`src/rtl/alu_seq_pkg.sv`:
```
// Shared encodings for the ALU command/response sequencer: op codes,
// FSM state type and response flag bit positions.
package alu_seq_pkg;

  localparam logic [1:0] OP_ADD = 2'b00;
  localparam logic [1:0] OP_SUB = 2'b01;
  localparam logic [1:0] OP_CMP = 2'b10;
  localparam logic [1:0] OP_AND = 2'b11;

  localparam int FLG_EQ = 2;
  localparam int FLG_GT = 1;
  localparam int FLG_LT = 0;

  typedef enum logic [1:0] {
    IDLE   = 2'd0,
    SETTLE = 2'd1,
    RESP   = 2'd2
  } state_t;

endpackage

```
`src/rtl/alu_seq_ctrl.sv`:
```
// Command/response sequencer around the combinational 4-bit ALU: holds operands
// and selects stable for SETTLE_CYCLES, then captures and normalises the result.
module alu_seq_ctrl
  import alu_seq_pkg::*;
#(
  parameter int SETTLE_CYCLES = 1,  // legal range 1..15
  parameter int CNT_W         = 8
) (
  input  logic             clk,
  input  logic             rst_n,
  input  logic             cmd_valid,
  output logic             cmd_ready,
  input  logic [1:0]       cmd_op,
  input  logic [3:0]       cmd_a,
  input  logic [3:0]       cmd_b,
  output logic             alu_select0,
  output logic             alu_select1,
  output logic [3:0]       alu_bit1,
  output logic [3:0]       alu_bit2,
  input  logic [4:0]       alu_result1,
  input  logic [4:0]       alu_result2,
  input  logic             alu_equal,
  input  logic             alu_greater,
  input  logic             alu_lesser,
  input  logic [4:0]       alu_result4,
  output logic             rsp_valid,
  input  logic             rsp_ready,
  output logic [1:0]       rsp_op,
  output logic [4:0]       rsp_data,
  output logic [2:0]       rsp_flags,
  output logic             busy,
  output logic [CNT_W-1:0] ops_done,
  output state_t           dbg_state
);

  // Handshakes: a transfer happens on a rising edge where valid && ready.
  // The producer holds valid and payload stable until that edge; ready
  // never depends combinationally on the other side's valid/ready.

  localparam logic [3:0]       SETTLE_INIT = 4'(SETTLE_CYCLES - 1);
  localparam logic [CNT_W-1:0] CNT_ONE     = {{(CNT_W-1){1'b0}}, 1'b1};

  state_t           state, state_nxt;
  logic [3:0]       cnt_q;
  logic [1:0]       drv_op_q;
  logic [3:0]       drv_a_q, drv_b_q;
  logic             rsp_valid_q;
  logic [1:0]       rsp_op_q;
  logic [4:0]       rsp_data_q;
  logic [2:0]       rsp_flags_q;
  logic [CNT_W-1:0] ops_done_q;

  logic             accept, capture, rsp_hs;
  logic [4:0]       cap_data;
  logic [2:0]       cap_flags;

  // Bit 4 of the subtractor and AND outputs is not driven by the ALU.
  logic unused_alu_bits;
  assign unused_alu_bits = alu_result2[4] ^ alu_result4[4];

  always_ff @(posedge clk) begin
    if (!rst_n) state <= IDLE;
    else        state <= state_nxt;
  end

  always_comb begin
    state_nxt = state;
    accept    = 1'b0;
    capture   = 1'b0;
    rsp_hs    = 1'b0;
    case (state)
      IDLE: begin
        if (cmd_valid) begin
          accept    = 1'b1;
          state_nxt = SETTLE;
        end
      end
      SETTLE: begin
        if (cnt_q == 4'd0) begin
          capture   = 1'b1;
          state_nxt = RESP;
        end
      end
      RESP: begin
        if (rsp_valid_q && rsp_ready) begin
          rsp_hs    = 1'b1;
          state_nxt = IDLE;
        end
      end
      default: state_nxt = IDLE;
    endcase
  end

  // Borrow comes from the latched operands; the ALU's bit 4 is meaningless here.
  always_comb begin
    cap_data  = 5'd0;
    cap_flags = 3'b000;
    case (drv_op_q)
      OP_ADD: cap_data = alu_result1;
      OP_SUB: cap_data = {(drv_a_q < drv_b_q), alu_result2[3:0]};
      OP_CMP: begin
        cap_flags[FLG_EQ] = alu_equal;
        cap_flags[FLG_GT] = alu_greater;
        cap_flags[FLG_LT] = alu_lesser;
      end
      default: cap_data = {1'b0, alu_result4[3:0]};
    endcase
  end

  always_ff @(posedge clk) begin
    if (!rst_n) begin
      cnt_q       <= 4'd0;
      drv_op_q    <= 2'b00;
      drv_a_q     <= 4'd0;
      drv_b_q     <= 4'd0;
      rsp_valid_q <= 1'b0;
      rsp_op_q    <= 2'b00;
      rsp_data_q  <= 5'd0;
      rsp_flags_q <= 3'b000;
      ops_done_q  <= '0;
    end else begin
      if (accept) begin
        drv_op_q <= cmd_op;
        drv_a_q  <= cmd_a;
        drv_b_q  <= cmd_b;
        cnt_q    <= SETTLE_INIT;
      end else if (state == SETTLE && cnt_q != 4'd0) begin
        cnt_q <= cnt_q - 4'd1;
      end
      // The ALU is parked at op 00 with zero operands outside an operation.
      if (capture) begin
        rsp_valid_q <= 1'b1;
        rsp_op_q    <= drv_op_q;
        rsp_data_q  <= cap_data;
        rsp_flags_q <= cap_flags;
        drv_op_q    <= 2'b00;
        drv_a_q     <= 4'd0;
        drv_b_q     <= 4'd0;
      end
      if (rsp_hs) begin
        rsp_valid_q <= 1'b0;
        ops_done_q  <= ops_done_q + CNT_ONE;
      end
    end
  end

  // A comparator must report exactly one relation; this is not corrected.
  always_ff @(posedge clk) begin
    if (rst_n && capture && drv_op_q == OP_CMP)
      assert ($onehot({alu_equal, alu_greater, alu_lesser}));
  end

  assign cmd_ready   = (state == IDLE);
  assign busy        = (state != IDLE);
  assign dbg_state   = state;
  assign alu_select0 = drv_op_q[0];
  assign alu_select1 = drv_op_q[1];
  assign alu_bit1    = drv_a_q;
  assign alu_bit2    = drv_b_q;
  assign rsp_valid   = rsp_valid_q;
  assign rsp_op      = rsp_op_q;
  assign rsp_data    = rsp_data_q;
  assign rsp_flags   = rsp_flags_q;
  assign ops_done    = ops_done_q;

endmodule

```
`config.mk`:
```
export PLATFORM = sky130hd
export DESIGN_NAME = alu_seq_ctrl
export DESIGN_NICKNAME = d
export VERILOG_FILES = /design/src/rtl/alu_seq_pkg.sv /design/src/rtl/alu_seq_ctrl.sv
export SDC_FILE = /design/constraint.sdc
export NUM_CORES = 1
export LEC_CHECK = 0
export BUFFER_PORTS_ARGS = -buffer_cell sky130_fd_sc_hd__buf_2
export CAP_MARGIN = 40
export CORE_MARGIN = 10
export CORE_UTILIZATION = 49
export CTS_BUF_LIST = sky130_fd_sc_hd__clkbuf_4
export DETAILED_ROUTE_END_ITERATION = 10
export GPL_ROUTABILITY_DRIVEN = 0
export PLACE_DENSITY_LB_ADDON = 0.2
export SLEW_MARGIN = 20
export SYNTH_ARGS = -nofsm -noshare
export SYNTH_HDL_FRONTEND = slang
export SYNTH_SLANG_ARGS = --single-unit
```
`constraint.sdc`:
```
create_clock -name clk -period 1.8 [get_ports clk]
set_input_delay 0.09 -clock clk [delete_from_list [all_inputs] [get_ports clk]]
set_output_delay 0.09 -clock clk [all_outputs]
set_load 0.005 [all_outputs]
```
==> flow_metrics.py <==
metrics = {
    "logic_synthesis": {
        "synth_seq_cells": 35,
        "synth-main-ff-cell": "sky130_fd_sc_hd__dfxtp_1",
        "yosys.area.top_type": "sky130_fd_sc_hd__dfxtp_1",
        "post_synth_most_frequent_cells": "sky130_fd_sc_hd__nand2_1, sky130_fd_sc_hd__dfxtp_1, sky130_fd_sc_hd__a21oi_1",
        "synthesis.area_mm2": 0.00164,
        "yosys.cell_count.top_type": "sky130_fd_sc_hd__nand2_1",
        "synth_enable_flop_cells": 0,
        "synth.lib_cells_used.distinct": 41,
        "post_synthesis_cell_count": 182,
        "syn_avg_cell_area_um2": 9.03,
        "synth.yosys.warnings": 0,
        "asyncSetResetFlopFracSynth": 0,
        "synth.top_cell.area_share": 0.427,
        "mapped_nets": 219,
        "netlist_top_cells_area": "sky130_fd_sc_hd__dfxtp_1, sky130_fd_sc_hd__nand2_1, sky130_fd_sc_hd__ha_1",
        "synth_sequential_area_ratio": 0.427,
    },
    "placed_design": {
        "buffer_ports.inserted": 62,
        "place.detailed.instances": 283,
        "placed_cell_area_mm2": 0.00198,
        "detailedPlacementHpwl_um": 2970,
        "place_worst_setup_slack_ns": 0.205,
    },
    "sta": {
        "worst_pin_slew_ns": 0.395,
        "rsz0062_at_grt": "false",
        "finalWorstSetupSlack_ns": 0.192,
        "fin_setup_tns_ns": 0,
        "finalSetupViolations": 0,
        "period_share": 0.893,
        "hold_slack_ns": 0.0174,
        "finalHoldViolCount": 0,
        "max_slew_margin_vs_limit": 0.736,
        "finalWorstPathRequiredPeriod_ns": 1.61,
        "timing.final.max_slew_violations": 0,
        "max_freq_mhz": 622,
        "final_skew_ns": 0.00614,
    },
    "clock_network": {
        "path_clk_slew_ns": 0.10,
        "total_number_of_h_tree_levels": 2,
        "postCtsSetupBuffers": 0,
        "cts-buffers-inserted": 5,
        "max_root_sink_buffers": 2,
        "clockRootBuffer": "sky130_fd_sc_hd__clkbuf_4",
        "clock_tree_from_tritoncts": "done",
        "worstSkewPairLatency_ns": 0.33,
        "cts_sink_cnt": 35,
    },
    "power_and_ir_drop": {
        "sw_frac_of_total": 0.269,
        "p_leak_nw": 0.961,
        "vdd.ir_drop.worst_v": 0.000486,
        "sequential_power_share": 0.564,
        "post-layout-total-power_mw": 1.49,
        "p_clk_frac": 0.272,
        "internal-power_mw": 1.09,
        "switchingPower_mw": 0.402,
        "power_share_of_the_combinational_group": 0.164,
        "power_density_mw_per_mm2": 702,
    },
    "floorplanning": {
        "cell_rows": 20,
        "start_util": 0.525,
        "core_mm2": 0.00313,
        "design.die.area_mm2": 0.00607,
        "die-width_um": 77.9,
        "die-height_um": 77.9,
        "num_io_pins": 65,
    },
    "global_routing": {
        "track_usage": 0.137,
        "largest_net_degree_at_the_start_of_global_routing": 17,
        "grt.overflow.total": 0,
        "initial_antenna_violation_count": 0,
        "first_global_vias": 1536,
        "wire_length_of_the_first_global_routing_pass_um": 6910,
    },
    "drt": {
        "routed_vias": 1491,
        "drt.antenna.violating_nets": 0,
        "routedWlPerCell_um": 13.3,
        "via_per_inst": 4.95,
        "dr.first_iter.drc_count": 71,
        "drt_pre_antenna_iters": 5,
        "route.detailed.drc": 0,
        "routed_wirelength_um": 4020,
    },
    "outcome": {
        "result_of_the_run": "complete, no violations",
    },
    "setup_path": {
        "crit_path_start_kind": "register",
        "crit_path_top_delay_cell": "sky130_fd_sc_hd__or3b_4",
        "path_cells": "inv_1 -> ha_1 -> or3b_4 -> nor2_8 -> nand3_1 -> a21boi_0",
        "timing.critical_path.buf_inv": 1,
        "critPathCaptureType": "register",
        "cp_slowest_stage_delay_ns": 0.43,
        "path_class": "register to register",
        "crit_fanout": 16,
        "crit_required_ns": 2.06,
        "cp_data_arrival_time_ns": 1.87,
        "critical-path-top-delay-family": "simple AND/OR/NAND/NOR gates",
    },
    "final_layout": {
        "number_of_fillers_in_the_final_layout": 273,
        "post_route_cells_drive_above_1_share": 0.339,
        "layout-area-overhead-vs-synth_pct": 29.6,
        "post_layout_nets": 293,
        "stdcell_area_mm2": 0.00213,
        "area.sequential_um2": 701,
        "fin_cells": 301,
        "multiInputGateArea_um2": 870,
        "number_of_inserted_diodes": 0,
        "finalCoreUtilization": 0.681,
    },
    "hold_path": {
        "worst_hold_path_type": "input port to register",
    },
    "flow_run": {
        "max_cap_violations": 0,
    },
}
==> power groups by stage <==
stage               sequential, mW  clock [mW]  combinational [mW]
detailed placement           0.861           0               0.230
finish                       0.843       0.407               0.245
global placement             0.860           0               0.227
floorplan                    0.854           0               0.143
global route                 0.849       0.448               0.281
CTS                          0.843       0.418               0.247
==> cell type report <==
| class | count | area share |
|---|---|---|
| well taps | 44 | 0.0259 |
| flip-flops and latches | 35 | 0.329 |
| repair buffers | 74 | 0.200 |
| clock inverters | 2 | 0.00353 |
| multi-input cells | 133 | 0.408 |
| clock buffers | 6 | 0.0212 |
| inverters | 7 | 0.0123 |
==> worst reg2reg max path: stages, from the launching register on <==
cell	delay [ns]
sky130_fd_sc_hd__dfxtp_1	0.34
sky130_fd_sc_hd__inv_1	0.06
sky130_fd_sc_hd__ha_1	0.17
sky130_fd_sc_hd__or3b_4	0.43
sky130_fd_sc_hd__nor2_8	0.27
sky130_fd_sc_hd__nand3_1	0.11
sky130_fd_sc_hd__a21boi_0	0.16
==> layout by cell type (no fill, tap or decap), types with 2 or more instances in the layout <==
cell | synthesis | final
sky130_fd_sc_hd__a22oi_1 | 4 | 4
sky130_fd_sc_hd__mux2_2 | 4 | 4
sky130_fd_sc_hd__xnor2_1 | 5 | 5
sky130_fd_sc_hd__and2_1 | 7 | 7
sky130_fd_sc_hd__clkbuf_4 | 0 | 6
sky130_fd_sc_hd__a211oi_1 | 2 | 2
sky130_fd_sc_hd__xor2_1 | 4 | 4
sky130_fd_sc_hd__nand3_1 | 7 | 7
sky130_fd_sc_hd__o21ai_0 | 4 | 4
sky130_fd_sc_hd__nor2_1 | 6 | 6
sky130_fd_sc_hd__clkinv_1 | 0 | 2
sky130_fd_sc_hd__o21ai_2 | 2 | 2
sky130_fd_sc_hd__buf_2 | 3 | 62
sky130_fd_sc_hd__inv_1 | 7 | 7
sky130_fd_sc_hd__a21oi_2 | 4 | 4
sky130_fd_sc_hd__nor3_1 | 3 | 3
sky130_fd_sc_hd__nand2_1 | 37 | 37
sky130_fd_sc_hd__buf_4 | 0 | 2
sky130_fd_sc_hd__a21boi_0 | 7 | 7
sky130_fd_sc_hd__ha_1 | 5 | 5
sky130_fd_sc_hd__a21oi_1 | 11 | 11
sky130_fd_sc_hd__dfxtp_1 | 35 | 35
sky130_fd_sc_hd__dlygate4sd3_1 | 0 | 10
sky130_fd_sc_hd__nor2b_1 | 2 | 2
==> worst paths after layout <==
| path | from | to | slack [ns] | cells past startpoint |
|---|---|---|---|---|
| max reg2reg | cnt_q[0]$_SDFFE_PP0P_ | rsp_flags[2]$_SDFFE_PN0P_ | 0.19 | 6 |
| min | alu_lesser | rsp_flags[0]$_SDFFE_PN0P_ | 0.02 | 3 |
| max | cnt_q[0]$_SDFFE_PP0P_ | rsp_flags[2]$_SDFFE_PN0P_ | 0.19 | 6 |
| min reg2reg | rsp_op[1]$_SDFFE_PN0P_ | rsp_op[1]$_SDFFE_PN0P_ | 0.47 | 2 |
==> registers in the layout, summed over array words and instances, names as in the netlist <==
| name | cells |
|---|---|
| rsp_flags | 3 |
| alu_bit1 | 4 |
| alu_bit2 | 4 |
| rsp_data | 5 |
| rsp_op | 2 |
| cnt_q | 4 |
| ops_done | 8 |
| dbg_state | 2 |
| drv_op_q | 2 |
| rsp_valid | 1 |
==> routing by layer <==
metal  track usage  vias to the layer above  part of all wire
met3        0.0726                        5              0.10
met2         0.225                       42              0.48
met1         0.146                      673              0.41
li1              -                      771                 -
met4        0.0538                        0             0.011
met5             0                        -                 0
==> timing repair <==
item                                    4_1_cts  5_1_grt
endpoints found under the setup margin        0        0
resized for setup                             0        0
endpoints found under the hold margin        10        0
hold buffers                                 10        0
==> kinds of logic after synthesis <==
logic type | count (synthesis) | synth area share
AND/OR/NAND/NOR | 76 | 0.253
AO/OA/AOI/OAI | 39 | 0.163
flip-flops | 35 | 0.427
buffers and inverters | 14 | 0.0442
XOR/XNOR | 9 | 0.0480
adder cells (fa/ha/maj) | 5 | 0.0381
multiplexers | 4 | 0.0274
No activity file was read; power rests on OpenSTA's default activity.
